File: config.mk
export PLATFORM = sky130hd
export DESIGN_NAME = bytewrite_ram_port_ctrl
export DESIGN_NICKNAME = d
export VERILOG_FILES = /design/src/rtl/bytewrite_ram_port_ctrl.sv
export SDC_FILE = /design/constraint.sdc
export NUM_CORES = 1
export LEC_CHECK = 0
export CORE_AREA = 4 4 121 111
export CTS_CLUSTER_SIZE = 30
export DETAILED_ROUTE_END_ITERATION = 8
export DIE_AREA = 0 0 125 115
export PLACE_DENSITY = 0.78
export SETUP_SLACK_MARGIN = 0.02
export SYNTH_ARGS = -nofsm -noshare
export SYNTH_HDL_FRONTEND = slang
export SYNTH_SLANG_ARGS = --single-unit
File: constraint.sdc
create_clock -name clk -period 4.52 [get_ports clk]
set_input_delay 0.904 -clock clk [delete_from_list [all_inputs] [get_ports clk]]
set_output_delay 0.904 -clock clk [all_outputs]
set_load 0.05 [all_outputs]
File: src/rtl/bytewrite_ram_port_ctrl.sv
// Initiator-side port controller for a write-first byte-write BRAM: request/response streams,
// a 3-entry response skid FIFO and a zero-fill clear engine.
module bytewrite_ram_port_ctrl #(
  parameter int unsigned SIZE          = 1024,
  parameter int unsigned ADDR_WIDTH    = 10,
  parameter int unsigned COL_WIDTH     = 9,
  parameter int unsigned NB_COL        = 4,
  parameter bit          INIT_ON_RESET = 1'b1
) (
  input  logic                         clk,
  input  logic                         rst,
  input  logic                         clr,
  output logic                         busy,
  input  logic                         req_valid,
  output logic                         req_ready,
  input  logic                         req_wr,
  input  logic [ADDR_WIDTH-1:0]        req_addr,
  input  logic [NB_COL-1:0]            req_be,
  input  logic [NB_COL*COL_WIDTH-1:0]  req_wdata,
  output logic                         rsp_valid,
  input  logic                         rsp_ready,
  output logic [NB_COL*COL_WIDTH-1:0]  rsp_rdata,
  output logic [NB_COL-1:0]            ram_we,
  output logic [ADDR_WIDTH-1:0]        ram_addr,
  output logic [NB_COL*COL_WIDTH-1:0]  ram_di,
  input  logic [NB_COL*COL_WIDTH-1:0]  ram_do
);

  localparam int unsigned W = NB_COL * COL_WIDTH;
  localparam logic [ADDR_WIDTH-1:0] LastAddr = ADDR_WIDTH'(SIZE - 1);

  typedef enum logic [0:0] {StClear, StRun} state_e;

  state_e                state_q, state_d;
  logic [ADDR_WIDTH-1:0] cnt_q, cnt_d;
  logic                  clr_pend_q, clr_pend_d;
  logic                  pend_q, pend_d;
  logic [1:0]            occ_q, occ_d;
  logic [1:0]            wr_ptr_q, wr_ptr_d;
  logic [1:0]            rd_ptr_q, rd_ptr_d;
  logic [W-1:0]          fifo_q [3];

  logic accept;
  logic push;
  logic pop;
  logic credit_ok;

  // A pending read already owns a FIFO slot, so count it against the credit.
  assign credit_ok = ({1'b0, occ_q} + {2'b00, pend_q}) <= 3'd2;
  assign accept    = req_valid && req_ready;
  assign push      = pend_q;
  assign rsp_valid = (occ_q != 2'd0);
  assign pop       = rsp_valid && rsp_ready;
  assign rsp_rdata = fifo_q[rd_ptr_q];
  assign busy      = (state_q == StClear) || clr_pend_q;

  always_comb begin
    state_d    = state_q;
    cnt_d      = cnt_q;
    clr_pend_d = clr_pend_q;
    req_ready  = 1'b0;
    ram_we     = '0;
    ram_addr   = req_addr;
    ram_di     = req_wdata;

    unique case (state_q)
      StClear: begin
        ram_we   = '1;
        ram_addr = cnt_q;
        ram_di   = '0;
        if (cnt_q == LastAddr) begin
          cnt_d   = '0;
          state_d = StRun;
        end else begin
          cnt_d = cnt_q + ADDR_WIDTH'(1);
        end
      end
      StRun: begin
        req_ready = !clr_pend_q && credit_ok;
        if (req_valid && req_ready && req_wr) begin
          ram_we = req_be;
        end
        if (clr) begin
          clr_pend_d = 1'b1;
        end
        // Outstanding responses drain before the sweep may overwrite anything.
        if (clr_pend_q && (occ_q == 2'd0) && !pend_q) begin
          state_d    = StClear;
          clr_pend_d = 1'b0;
        end
      end
      default: state_d = StRun;
    endcase

    if (rst) begin
      req_ready = 1'b0;
      ram_we    = '0;
    end
  end

  always_comb begin
    pend_d   = accept && !req_wr;
    occ_d    = occ_q + 2'(push) - 2'(pop);
    wr_ptr_d = wr_ptr_q;
    rd_ptr_d = rd_ptr_q;
    if (push) begin
      wr_ptr_d = (wr_ptr_q == 2'd2) ? 2'd0 : wr_ptr_q + 2'd1;
    end
    if (pop) begin
      rd_ptr_d = (rd_ptr_q == 2'd2) ? 2'd0 : rd_ptr_q + 2'd1;
    end
  end

  always_ff @(posedge clk) begin
    if (rst) begin
      state_q    <= INIT_ON_RESET ? StClear : StRun;
      cnt_q      <= '0;
      clr_pend_q <= 1'b0;
      pend_q     <= 1'b0;
      occ_q      <= 2'd0;
      wr_ptr_q   <= 2'd0;
      rd_ptr_q   <= 2'd0;
    end else begin
      state_q    <= state_d;
      cnt_q      <= cnt_d;
      clr_pend_q <= clr_pend_d;
      pend_q     <= pend_d;
      occ_q      <= occ_d;
      wr_ptr_q   <= wr_ptr_d;
      rd_ptr_q   <= rd_ptr_d;
    end
  end

  // Storage needs no reset; the pointers and occupancy define what is live.
  always_ff @(posedge clk) begin
    if (push && !rst) begin
      fifo_q[wr_ptr_q] <= ram_do;
    end
  end

endmodule

======== Word-level counts from Yosys, hierarchy flattened ========
Memories as Yosys holds them, arrays and structs flattened. A register that Yosys moved wholly into a read port is not among the register bits.
Cells that the tools add are included.
word-level totals
  memories ................................ 1
  bits in writable memories ............... 108
  bits in registers ....................... 19
memory list
  name    depth  width  rd ports  clocked after memory_dff  write ports  line  text
  fifo_q  3      36     1         1                         1            41    logic [W-1:0] fifo_q [3];
operators by class
  $add $sub $neg .......................... 6
  bitwise logic cells ..................... 1
  equal/unequal tests ..................... 3
  $lt $le $gt $ge ......................... 1
  reductions and logical operators ........ 18
  multiplexer cells ....................... 19
operators with widths
  cell                                                                               count
  36-bit 2-to-1 mux                                                                  1
  10-bit 2-to-1 mux                                                                  2
  10-bit by 1-bit adder with 10-bit output (second input constant)                   1
  10-bit equality test (second input constant)                                       1
  1-bit logical AND                                                                  9
  1-bit 2-to-1 mux                                                                   8
  2-bit 2-to-1 mux                                                                   4
  4-bit 2-to-1 mux                                                                   2
  4-bit one-hot mux with 2 select lines                                              1
  2-bit by 1-bit adder with 2-bit output (second input constant)                     2
  2-bit equality test (second input constant)                                        2
  1-bit logical NOT                                                                  4
  2-bit nonzero test                                                                 2
  2-bit by 1-bit adder with 3-bit output                                             1
  3-bit by 2-bit less-or-equal comparator with 1-bit output (second input constant)  1
  2-bit by 1-bit adder with 2-bit output                                             1
  2-bit logical NOT                                                                  1
  1-bit one-hot mux with 2 select lines                                              1
  2-bit AND reduction                                                                1
  2-bit by 1-bit subtractor with 2-bit output                                        1
  1-bit logical OR                                                                   1
  1-bit inverter                                                                     1

======== Longest topological paths before layout ========
  word-level depth ........................ 8
  mapped depth ............................ 8

======== Worst setup path after synthesis ========
No wires, ideal clock.
  kind .................................... input to register
  start ................................... in rst
  end ..................................... mem fifo_q[2][0] in the netlist's numbering, enable pin
  required time ........................... 4.046 ns
  setup time .............................. 0.474 ns
  slack ................................... 0.415 ns
  arrival time ............................ 3.631 ns
  stages .................................. 2
  buffers on the path ..................... 1
  path through ............................ clkbuf_1 -> nor3_1
on the way
  longest elaborated chain between the ends .. 4
ends and longest elaborated chain
  element                                 line  text
  from (decl)                             11    input logic rst,
  1-bit logical NOT                       136   if (push && !rst) begin
  1-bit logical AND                       136
  1-bit 2-to-1 mux                        136
  1-bit 2-to-1 mux (not written as such)  137   fifo_q[wr_ptr_q] <= ram_do;
  to (decl)                               41
Every way passes these cells.

======== Final worst setup path ========
  start ................................... reg pend_q
  end ..................................... out ram_we[0]
on the way
  longest elaborated chain between the ends .. 8
ends and longest elaborated chain
  element                                                    line  text
  from (decl)                                                37    logic pend_q, pend_d;
  from (signal assigned)                                     127   pend_q <= pend_d;
  2-bit by 1-bit adder with 3-bit output                     49    assign credit_ok = ({1'b0, occ_q} + {2'b00, pend_q}) <= 3'd2;
  3-bit by 2-bit less-or-equal comparator with 1-bit output  49
  1-bit logical AND                                          79    req_ready = !clr_pend_q && credit_ok;
  1-bit logical AND (2 in series)                            80    if (req_valid && req_ready && req_wr) begin
  4-bit 2-to-1 mux                                           80
  4-bit one-hot mux with 2 select lines                      66    unique case (state_q)
  4-bit 2-to-1 mux                                           95    if (rst) begin
  to (decl)                                                  23    output logic [NB_COL-1:0] ram_we,
Every way passes these cells.

==> metrics <==
CTS Hold Bufs=0; Synth Flop Type=edfxtp_1; TNS Setup=0 ps; Final #Nets=686; CTS tree=yes; Skew-Pair Late Insertion Delay=approximately 400 ps; first-pass GRT wire length=roughly 20,000 µm; DRC Markers=0; average wire per standard cell=roughly 17 µm; vias in the first global route=3,915; PwrDens=approximately 390 mW/mm²; clk sinks=approximately 130; final slew viol count=0; VDD IR-drop max=274.0 µV; I/O Pins=181; Slew @ Worst Pin=about 1000 ps; Netlist cell types=37; Hold Crit Class=reg -> reg; slowest cell delay on critical path=between 800 and 900 ps; row count=38; fin crit share=0.8684; initial antenna violation count=0; busiest grt layer=met2; Avg Cell Area, Syn=around 13 µm²; CP Launch Type=flop; slew margin rel.=0.3291; worst-path fanout max=8; post-CTS setup buffers=0; initial core utilization=0.4446; Yosys top cell area share=0.6041; Area growth syn-to-layout=48.45%; Worst EP required=roughly 3600 ps; via density per instance=between 4 and 5; HPWL Detailed=roughly 9000 µm; PortBufs=180; Die Ht=115 µm; Post-synth EDFFs=between 100 and 150; synthesis-stage register bit count=129; M3 GR Usage=0.06456; Die Footprint=0.01438 mm²; DR vias=3,765; top cells by area, synth=edfxtp_1 (60%), dfxtp_1 (7.8%), mux2i_1 (6.7%); antenna-violating nets left=0; Gate Count Post-Synth=roughly 400; most common cell type on the critical path=ha_1; largest net degree at the start of global routing=65; grt total ovfl=0; Cell Chain, Critical Path=ha_1 -> inv_1 -> ha_1 -> nor3b_1 -> o211ai_1 -> a21oi_1 -> clkdlybuf4s50_1; Arrival @ worst endpoint=approximately 3000 ps; initial drt markers=about 290; TritonRoute pass-1 iters=5; met1 Use GR=0.2089; grt met2 use=0.3171; FILL cells=902; GRT Total Usage=0.1784; # setup viols final=0; mapped cell area=approximately 0.0054 mm²; FFs w/ async S/R, synth=0; die width=around 130 µm; RSZ-0062 raised after global routing=false; post-cts resize count=0; root buffer cell=clkbuf_16; fraction of layout cells with a size suffix above 1=0.08985; P_leak=between 2 and 3 nW; Synth warnings=0; slowest CP cell=clkdlybuf4s50_1; status=finished clean; syn_nets=500; WS Path Type=reg -> out; area of the core=0.01208 mm²; max-cap viol count=0; Worst Hold Slack=just under 500 ps; Hold Vio Cnt, Final=0; Period minus WS final=between 3000 and 4000 ps; H-tree depth=4; CTS Buf Count=17; Final Wtd Congestion=between 0.7 and 0.8; Post-Route WL=approximately 13,000 µm; Clock transition at path regs=approximately 60 ps; fmax=~250 MHz; CTS Buffer Depth=2; area leader, netlist=edfxtp_1; CP Capture Type=output pin; Final Skew=10.68 ps; sequential fraction of the synthesis area=0.6824; antenna diode count=0
[metrics by stage]
step                instances  power [W]    util  area, µm²  worst slack, ps
detailed placement        729   0.001782  0.6097       7363            874.6
global route              761   0.003248  0.6600       7970            373.7
global placement          729   0.001774  0.6097       7363            948.7
floorplan                 402   0.001594       -       5369            415.4
finish                    761   0.003132  0.6600       7970            595.0
CTS                       761   0.003162  0.6600       7970            577.5
[placed cells by master (no fill, tap or decap), types with 2 or more instances in the layout]
cell,count
or3_1,3
nand3b_1,4
bufinv_16,3
nand3_1,2
dfxtp_1,19
mux2_2,10
edfxtp_1,108
nand4b_1,2
o211ai_1,4
mux2i_1,36
a21oi_1,13
dfxtp_2,2
nor2b_1,2
nor2_1,8
o31ai_1,2
xor2_1,3
o22ai_1,2
nor3_1,2
nand4_1,2
nand2b_1,4
and2_1,37
clkinvlp_4,3
nor3_2,2
nand2_1,45
clkdlybuf4s50_1,180
clkbuf_1,2
inv_1,9
o21ai_0,41
clkbuf_16,17
xnor2_1,3
inv_6,6
ha_1,6
buf_4,7
[per-layer routing]
layer | routed length (µm) | vias to the layer above
met5 | 0 | -
met4 | 87 | 0
met3 | 970 | 10
met2 | 6498 | 128
met1 | 5236 | 1783
li1 | - | 1844
[worst max-delay path, delay by kind of cell, from the launching register on]
kind / cells / cell delay, ps
AO/OA/AOI/OAI: 2 / 330
adder cells (fa/ha/maj): 2 / 480
buffers and inverters: 2 / 890
flip-flops: 1 / 460
AND/OR/NAND/NOR: 1 / 450
[Yosys cell counts (3+ instances only)]
cell / n
or3_1: 3
buf_1: 3
nor2_1: 9
mux2_2: 10
inv_1: 9
o21ai_0: 41
dfxtp_1: 21
mux2i_1: 36
clkbuf_1: 13
a21oi_1: 13
nor3_1: 4
buf_2: 4
o211ai_1: 4
and2_1: 37
nand3b_1: 4
nand2b_1: 4
xnor2_1: 3
edfxtp_1: 108
ha_1: 6
nand2_1: 45
xor2_1: 3
[power by group]
part | switching, W | internal [W]
combinational | 0.000230 | 0.000193
sequential | 0.0000349 | 0.00130
clock | 0.000498 | 0.000879
[worst paths after layout]
path	end	slack, ps	startpoint	cells past startpoint
setup / recovery	ram_we[0]	600	pend_q	7
hold / removal	flop	490	rd_ptr_q[1]	2
setup reg to reg	cnt_q[9]	2410	state_q	4
hold reg to reg	flop	490	rd_ptr_q[1]	2
[area by class of cell]
class,instances,area (µm²),share of cell area
tap,160,200.2,0.02512
multi-input combinational,244,1609,0.2019
timing repair buffer,187,1854,0.2327
clock inverter,13,173.9,0.02182
sequential,129,3666,0.4600
clock buffer,19,432.9,0.05432
inverter,9,33.78,0.004239
[logic make-up after synthesis]
kind of cell / count (synthesis) / share of synthesized area
AO/OA/AOI/OAI: 64 / 0.06409
XOR/XNOR: 6 / 0.009790
adder cells (fa/ha/maj): 6 / 0.01398
AND/OR/NAND/NOR: 122 / 0.1205
flip-flops: 129 / 0.6824
multiplexers: 46 / 0.08809
buffers and inverters: 29 / 0.02121
[state kept, by name, summed over array words and instances (netlist names), named ones only]
signal,cells
rd_ptr_q,2
state_q,1
cnt_q,10
wr_ptr_q,2
fifo_q,108
clr_pend_q,1
pend_q,1
occ_q,2
Power figures use the tool's default switching activity.
